**src/rtl/irq_ctrl.sv**
```systemverilog
// irq_ctrl: fixed-priority interrupt controller that sits in front of the core.
// It synchronises and edge-detects the request lines and latches each event.
// It then masks the latched requests and picks the lowest eligible index.
// A request/ack/rti handshake with the core services one interrupt at a time.
module irq_ctrl #(
    parameter int                  NUM_IRQ    = 4,
    parameter int                  PMA_SIZE   = 16,
    parameter logic [PMA_SIZE-1:0] VEC_BASE   = 16'h0008,
    parameter int                  VEC_STRIDE = 4
) (
    input  logic                clk,
    input  logic                reset,
    input  logic [NUM_IRQ-1:0]  irq_in,
    input  logic                irq_mask_we,
    input  logic [NUM_IRQ-1:0]  irq_mask_wdt,
    input  logic                irq_gen_we,
    input  logic                irq_gen_wdt,
    input  logic                core_ack,
    input  logic                core_rti,
    output logic                interrupt,
    output logic [PMA_SIZE-1:0] int_vec,
    output logic [2:0]          irq_id,
    output logic                in_service,
    output logic [NUM_IRQ-1:0]  irq_pend
);

    // Handshake states: waiting, request raised to the core, handler running.
    localparam logic [1:0] ST_IDLE = 2'd0;
    localparam logic [1:0] ST_REQ  = 2'd1;
    localparam logic [1:0] ST_SERV = 2'd2;

    logic [NUM_IRQ-1:0]  r_s1;
    logic [NUM_IRQ-1:0]  r_s2;
    logic [NUM_IRQ-1:0]  r_s2_d;
    logic [NUM_IRQ-1:0]  r_pend;
    logic [NUM_IRQ-1:0]  r_mask;
    logic                r_gen;
    logic [1:0]          r_state;
    logic [2:0]          r_irq_id;
    logic [PMA_SIZE-1:0] r_int_vec;
    logic                r_interrupt;
    logic                r_in_service;

    logic [NUM_IRQ-1:0]  w_edge;
    logic [NUM_IRQ-1:0]  w_elig;
    logic                w_any;
    logic [2:0]          w_win_idx;
    logic [PMA_SIZE-1:0] w_win_vec;
    logic [NUM_IRQ-1:0]  w_clr;

    // Two-flop synchroniser per line plus a history flop for edge detection.
    always_ff @(posedge clk) begin
        // NOTE: sequential state uses non-blocking assignments so every flop
        // samples the pre-edge values, which is what makes this a shift chain.
        if (reset) begin
            r_s1   <= '0;
            r_s2   <= '0;
            r_s2_d <= '0;
        end else begin
            r_s1   <= irq_in;
            r_s2   <= r_s1;
            r_s2_d <= r_s2;
        end
    end

    // One-cycle event per synchronised rising edge; a held level fires once.
    assign w_edge = r_s2 & ~r_s2_d;

    // Lowest eligible index wins; gen gates the whole request.
    always_comb begin
        // NOTE: every output of this block gets a default first, so no path
        // leaves a value unassigned and no latch is inferred.
        w_elig    = r_pend & ~r_mask;
        w_any     = r_gen && (w_elig != '0);
        w_win_idx = '0;
        for (int i = NUM_IRQ - 1; i >= 0; i--) begin
            if (w_elig[i]) begin
                w_win_idx = 3'(i);
            end
        end
    end

    // Vector address of the winner; wraps within the program-memory width.
    assign w_win_vec = VEC_BASE + PMA_SIZE'(w_win_idx) * PMA_SIZE'(VEC_STRIDE);

    // The ack of the request in flight clears only the bit being serviced.
    assign w_clr = (r_state == ST_REQ && core_ack) ? (NUM_IRQ'(1) << r_irq_id) : '0;

    // Latched requests: a new edge overrides a same-cycle clear.
    always_ff @(posedge clk) begin
        if (reset) begin
            r_pend <= '0;
        end else begin
            r_pend <= (r_pend & ~w_clr) | w_edge;
        end
    end

    // Software-written mask and global enable; they start fully blocked.
    always_ff @(posedge clk) begin
        if (reset) begin
            r_mask <= '1;
            r_gen  <= 1'b0;
        end else begin
            if (irq_mask_we) r_mask <= irq_mask_wdt;
            if (irq_gen_we)  r_gen  <= irq_gen_wdt;
        end
    end

    // Request/ack/rti handshake; id and vector stay frozen once a request is raised.
    always_ff @(posedge clk) begin
        if (reset) begin
            r_state      <= ST_IDLE;
            r_irq_id     <= '0;
            r_int_vec    <= '0;
            r_interrupt  <= 1'b0;
            r_in_service <= 1'b0;
        end else begin
            case (r_state)
                ST_IDLE: begin
                    if (w_any) begin
                        r_irq_id    <= w_win_idx;
                        r_int_vec   <= w_win_vec;
                        r_interrupt <= 1'b1;
                        r_state     <= ST_REQ;
                    end
                end
                ST_REQ: begin
                    // rti is meaningless before the core has taken the vector.
                    if (core_ack) begin
                        r_interrupt  <= 1'b0;
                        r_in_service <= 1'b1;
                        r_state      <= ST_SERV;
                    end
                end
                ST_SERV: begin
                    // A stray ack while the handler runs is ignored.
                    if (core_rti) begin
                        r_in_service <= 1'b0;
                        r_state      <= ST_IDLE;
                    end
                end
                default: begin
                    r_interrupt  <= 1'b0;
                    r_in_service <= 1'b0;
                    r_state      <= ST_IDLE;
                end
            endcase
        end
    end

    assign interrupt  = r_interrupt;
    assign int_vec    = r_int_vec;
    assign irq_id     = r_irq_id;
    assign in_service = r_in_service;
    assign irq_pend   = r_pend;

endmodule

```
**config.mk**
```make
export PLATFORM = sky130hd
export DESIGN_NAME = irq_ctrl
export DESIGN_NICKNAME = d
export VERILOG_FILES = /design/src/rtl/irq_ctrl.sv
export SDC_FILE = /design/constraint.sdc
export NUM_CORES = 1
export LEC_CHECK = 0
export ABC_AREA = 0
export CORE_MARGIN = 2
export CORE_UTILIZATION = 39
export DETAILED_ROUTE_END_ITERATION = 10
export PLACE_DENSITY = 0.77
export REMOVE_ABC_BUFFERS = 1
export SLEW_MARGIN = 40
export SYNTH_ARGS = -nofsm -noshare
export SYNTH_HDL_FRONTEND = slang
export SYNTH_SLANG_ARGS = --single-unit
```
**constraint.sdc**
```tcl
create_clock -name clk -period 1.3 [get_ports clk]
set_clock_uncertainty 0.15 [all_clocks]
set_input_delay 0.195 -clock clk [delete_from_list [all_inputs] [get_ports clk]]
set_output_delay 0.195 -clock clk [all_outputs]
set_load 0.02 [all_outputs]
```
==> results of run 1 <==
synth_stat cells (2+ instances only):
library cell / instances / share of area
a211o_1: 4 / 0.030
a21oi_1: 10 / 0.044
buf_4: 17 / 0.11
clkbuf_1: 2 / 0.0065
dfxtp_1: 28 / 0.49
inv_1: 2 / 0.0065
nand2_1: 2 / 0.0065
nand2b_1: 4 / 0.022
nor2_1: 9 / 0.029
nor2b_1: 18 / 0.098
o31ai_1: 3 / 0.020
state kept, by name (all words and copies together) (netlist names):
name / cells
r_mask: 4
int_vec: 2
r_gen: 1
irq_id: 1
in_service: 1
irq_pend: 4
r_state: 2
interrupt: 1
r_s1: 4
r_s2_d: 4
r_s2: 4
where the power goes:
| group | total, mW | switching (mW) | internal, mW |
|---|---|---|---|
| logic | 0.232 | 0.112 | 0.120 |
| registers | 0.912 | 0.0179 | 0.894 |
| clock network | 0.414 | 0.243 | 0.172 |
cell families after synthesis:
logic type / synth area share
and+or+nand+nor: 0.229
DFF: 0.487
AOI/OAI and AO/OA: 0.135
buffers and inverters: 0.124
muxes: 0.0218
other: 0.00326
layout by cell type, fill, tap and decap left out, types with 2 or more instances in the layout:
cell	instances
a21oi_2	2
clkbuf_4	3
a211o_1	4
o31ai_2	2
inv_1	2
clkdlybuf4s50_1	14
buf_2	7
conb_1	14
buf_4	18
nand2b_1	4
clkdlybuf4s15_2	2
dfxtp_2	10
nand2_1	2
nor2b_1	17
a21oi_1	8
buf_6	4
nor2b_4	2
nor2_1	9
dfxtp_1	18
critical path, delay by kind of cell, from the launching register on:
family             cells  cell delay [ns]
muxes                  1             0.32
DFF                    1             0.35
AOI/OAI and AO/OA      1             0.21
and+or+nand+nor        2             0.38
metrics by stage:
stage	total power, mW	setup slack (ns)	TNS (ns)	area, um^2	util
5_1_grt	1.65	-0.232	-1.05	1590	0.570
6_report	1.56	-0.203	-0.576	1590	0.570
3_5_place_dp	1.15	-0.179	-2.48	1500	0.539
4_1_cts	1.55	-0.185	-0.450	1560	0.562
3_3_place_gp	1.14	-0.160	-2.04	1500	0.539
2_1_floorplan	1.03	-0.260	-0.335	1060	-
layer usage:
metal | wire length (um) | up-vias
met5 | 0 | -
met4 | 27 | 0
met3 | 106 | 4
met2 | 1160 | 29
met1 | 895 | 409
li1 | - | 446
how the worst min path moves through the flow:
| stage | start | to | cells after the start |
|---|---|---|---|
| 3_5_place_dp | r_s1[3] | r_s2[3] | 1 |
| 2_1_floorplan | reset | interrupt | 1 |
| 3_3_place_gp | r_s1[0] | r_s2[0] | 1 |
| 6_report | irq_in[0] | r_s1[0] | 2 |
| 5_1_grt | irq_in[0] | r_s1[0] | 2 |
| 4_1_cts | irq_in[3] | r_s1[3] | 2 |
area by class of cell:
type,instances,area share
Clock buffer,4,0.0229
Inverter,2,0.00474
Multi-Input combinational cell,80,0.335
Sequential cell,28,0.361
Tap cell,31,0.0245
Timing Repair Buffer,46,0.251
what timing repair did:
action / in CTS / in global routing
gates cloned: 0 / 0
gates resized for setup: 57 / 9
pin swaps: 2 / 0
setup buffers: 1 / 2
endpoints found under the setup margin: 19 / 15
==> out/qor.yml, run 1 <==
rr_endpoint: "irq_id[0]"
gp_congestion: 0.752
cts_hold_buf: 0
cts.root.buffer_cell: "clkbuf_4"
async_reset_ff_frac: 0
synth_cell_type_count: 28
outcome: "finished, violations left"
crit_path_start_kind: "flip-flop"
setup_viol: 8
grt_busiest_layer: "met2"
port_buffers: 25
cp-startpoint: "irq_pend[1]"
core_area_um2: 2780
max_stage_delay_ns: 0.35
grt_util_all_layers: 0.141
place_hpwl_um: 1630
drc: 0
die_x_um: 58.3
wl_per_cell_um: 11.4
timing.hold.ws_ns: 0.248
grt_use_met2: 0.234
synth_flop_cell: "dfxtp_1"
syn_area_per_cell_um2: 9.91
area_growth_pct: 37.9
ys_warn_count: 0
cts_tree: "built"
fin_nets: 176
grt-ovfl-total: 0
worstSetupPathType: "flip-flop to flip-flop"
n_fill_cell: 241
drt-initial-drc-count: 11
rsz0062_at_grt: "yes"
r2r_slack_ns: -0.20
maxCapViolCount: 0
path_max_fanout: 2
numCtsBuffers: 3
rr_worst_depth: 4
slew_viol_final: 0
vias_per_cell: 4.65
ant_nets: 0
path_clk_slew_ns: 0.14
htree_levels: 1
cp_data_required_time_ns: 1.38
grt_max_degree: 16
final-seq-area_um2: 573
clock_path_buffers: 2
die_area_um2: 3400
hold_class: "input pin to flip-flop"
clock_sinks: 28
p_per_area_nw_per_um2: 983
io_pins: 40
post-route-min-period_ns: 1.50
fmax_ghz: 0.665
p_leak_nw: 0.674
grt_pass1_vias: 834
setup_slack_ns: -0.203
crit_arrival_ns: 1.58
antenna_found_initial: 0
drive_above_1_share: 0.369
crit_path_end: "irq_id[0]"
ys_seq_elements: 28
syn_area_um2: 1150
hold_viol: 0
synth_edf_count: 0
multiInputGateArea_um2: 532
violations: "setup timing"
die_h_um: 58.3
end_kind: "flip-flop"
syn_inst: 116
cp_slowest_cell: "dfxtp_2"
fin_cells: 191
worstPathCellList: "nor2b_4 > or2_4 > o31ai_4 > mux2_4"
num_rows: 19
grt_use_met3: 0.0286
worstReg2RegStart: "irq_pend[1]"
clk-insertion-delay-late_ns: 0.33
seq_area_frac_synth: 0.487
dp_cells: 184
antenna_cells: 0
grt_pass1_wl_um: 3590
vias: 888
use_met1: 0.173
drt-pass1-iter-count: 4
initial_core_util: 0.413
period_share: 1.16
wirelength_um: 2190
vdd_drop_max_uv: 791
(Power assumes the default switching activity.)
==> run 2, diff against run 1 <==
--- a/config.mk
+++ b/config.mk
@@ -7,7 +7,9 @@
 export LEC_CHECK = 0
 export ABC_AREA = 0
+export CAP_MARGIN = 20
 export CORE_MARGIN = 2
 export CORE_UTILIZATION = 39
 export DETAILED_ROUTE_END_ITERATION = 10
+export HOLD_SLACK_MARGIN = 0.03
 export PLACE_DENSITY = 0.77
 export REMOVE_ABC_BUFFERS = 1
--- a/constraint.sdc
+++ b/constraint.sdc
@@ -3,3 +3,3 @@
 set_input_delay 0.195 -clock clk [delete_from_list [all_inputs] [get_ports clk]]
 set_output_delay 0.195 -clock clk [all_outputs]
-set_load 0.02 [all_outputs]
+set_load 0.05 [all_outputs]
==> out/qor.yml, run 2 (synthesis gave the netlist of run 1 again) <==
outcome: "finished, violations left"
violations: "setup timing"
drt-initial-drc-count: 6
path_clk_slew_ns: 0.15
cp_data_required_time_ns: 1.40
grt_util_all_layers: 0.151
p_sw_mw: 0.479
hold_class: "input pin to flip-flop"
antenna_found_initial: 0
slew_viol_final: 0
drt-pass1-iter-count: 4
p_sw_frac: 0.261
grt-ovfl-total: 0
cts_hold_buf: 0
r2r_slack_ns: -0.20
place_hpwl_um: 1790
initial_core_util: 0.413
setup_tns_ns: -1.15
cts.root.buffer_cell: "clkbuf_4"
crit_arrival_ns: 1.60
antenna_cells: 0
drt-met1-wl_um: 958
p_leak_nw: 0.725
vias_per_cell: 4.75
final_common_cell: "dfxtp_1"
end_kind: "flip-flop"
cts_tree: "built"
fmax_ghz: 0.666
vdd_drop_max_uv: 943
drc: 0
maxCapViolCount: 0
power.internal_mw: 1.35
ant_nets: 0
fin_nets: 178
dr_wl_met3_um: 122
die_h_um: 58.3
grt_pass1_wl_um: 3850
clock_sinks: 28
gp_congestion: 0.722
drive_above_1_share: 0.370
area_growth_pct: 53.9
postLayoutCellArea_um2: 1770
clock_path_buffers: 2
p_per_area_nw_per_um2: 1040
wirelength_um: 2500
wl_met2_um: 1370
die_area_um2: 3400
maxUsedRoutingLayer: "met4"
dp_worst_setup_slack_ns: -0.191
setup_viol: 12
post-route-min-period_ns: 1.50
htree_levels: 1
p_seq_frac: 0.498
die_x_um: 58.3
place_area_um2: 1610
crit_path_start_kind: "flip-flop"
clk-insertion-delay-late_ns: 0.34
grt_max_degree: 17
io_pins: 40
wl_per_cell_um: 13.0
vias: 916
period_share: 1.16
rsz0062_at_grt: "yes"
final_cell_mix: "19 x dfxtp_1, 17 x nor2b_1, 17 x buf_4"
hold_viol: 0
num_rows: 19
grt_pass1_vias: 903
combPwrFrac: 0.186
port_buffers: 25
path_max_fanout: 2
core_area_um2: 2780
worstSetupPathType: "flip-flop to flip-flop"
p_clk_frac: 0.316
setup_slack_ns: -0.202
numCtsBuffers: 3
==> run 2: cell count changes in the layout (fill, tap and decap cells not counted), sizes merged <==
| cell | before | now |
|---|---|---|
| buf | 30 | 34 |
| clkdlybuf4s15 | 2 | 0 |
| bufinv | 0 | 1 |
| clkbuf | 4 | 3 |
==> run 2: worst paths after layout <==
path | from | end | cells after the start
setup reg to reg | irq_pend[0] | irq_id[0] | 4
hold / removal | irq_in[2] | r_s1[2] | 2
hold reg to reg | r_s1[1] | r_s2[1] | 1
setup / recovery | irq_pend[0] | irq_id[0] | 4
==> run 2: layer usage <==
metal | global-route usage | vias to the layer above
met1 | 0.171 | 431
met3 | 0.0220 | 5
li1 | - | 450
met4 | 0.0698 | 0
met2 | 0.278 | 30
met5 | 0 | -
==> run 2: final cells by class <==
cell class | instances | area [um^2]
timing repair buffer | 48 | 564
clock buffer | 3 | 22.5
clock inverter | 1 | 30.0
inverter | 2 | 7.51
tap | 31 | 38.8
fill | 216 | 1010
multi-input combinational | 80 | 532
sequential | 28 | 574
==> run 2: worst max-delay path, stage by stage, from the launching register on <==
cell and delay (ns):
dfxtp_2 0.36, nor2b_4 0.13, or2_4 0.24, o31ai_4 0.21, mux2_4 0.32
==> run 2: through the flow <==
| stage | total power, mW | hold WS [ns] | instances | utilization |
|---|---|---|---|---|
| global placement | 1.24 | 0.268 | 184 | 0.579 |
| floorplan | 1.10 | 0.114 | 110 | - |
| finish | 1.83 | 0.237 | 193 | 0.636 |
| detailed placement | 1.25 | 0.283 | 184 | 0.579 |
| global route | 1.91 | 0.237 | 193 | 0.636 |
| CTS | 1.82 | 0.231 | 188 | 0.614 |
==> run 2: power by group through the flow <==
stage / clock network (mW) / logic, mW / registers [mW]
global route: 0.630 / 0.360 / 0.918
detailed placement: 0 / 0.320 / 0.930
finish: 0.579 / 0.340 / 0.914
floorplan: 0 / 0.145 / 0.957
global placement: 0 / 0.314 / 0.928
CTS: 0.582 / 0.328 / 0.915
==> run 2: timing repair <==
item,4_1_cts,5_1_grt
endpoints found under the setup margin,14,19
pin swaps,0,8
resized for setup,15,9
buffers inserted,1,6
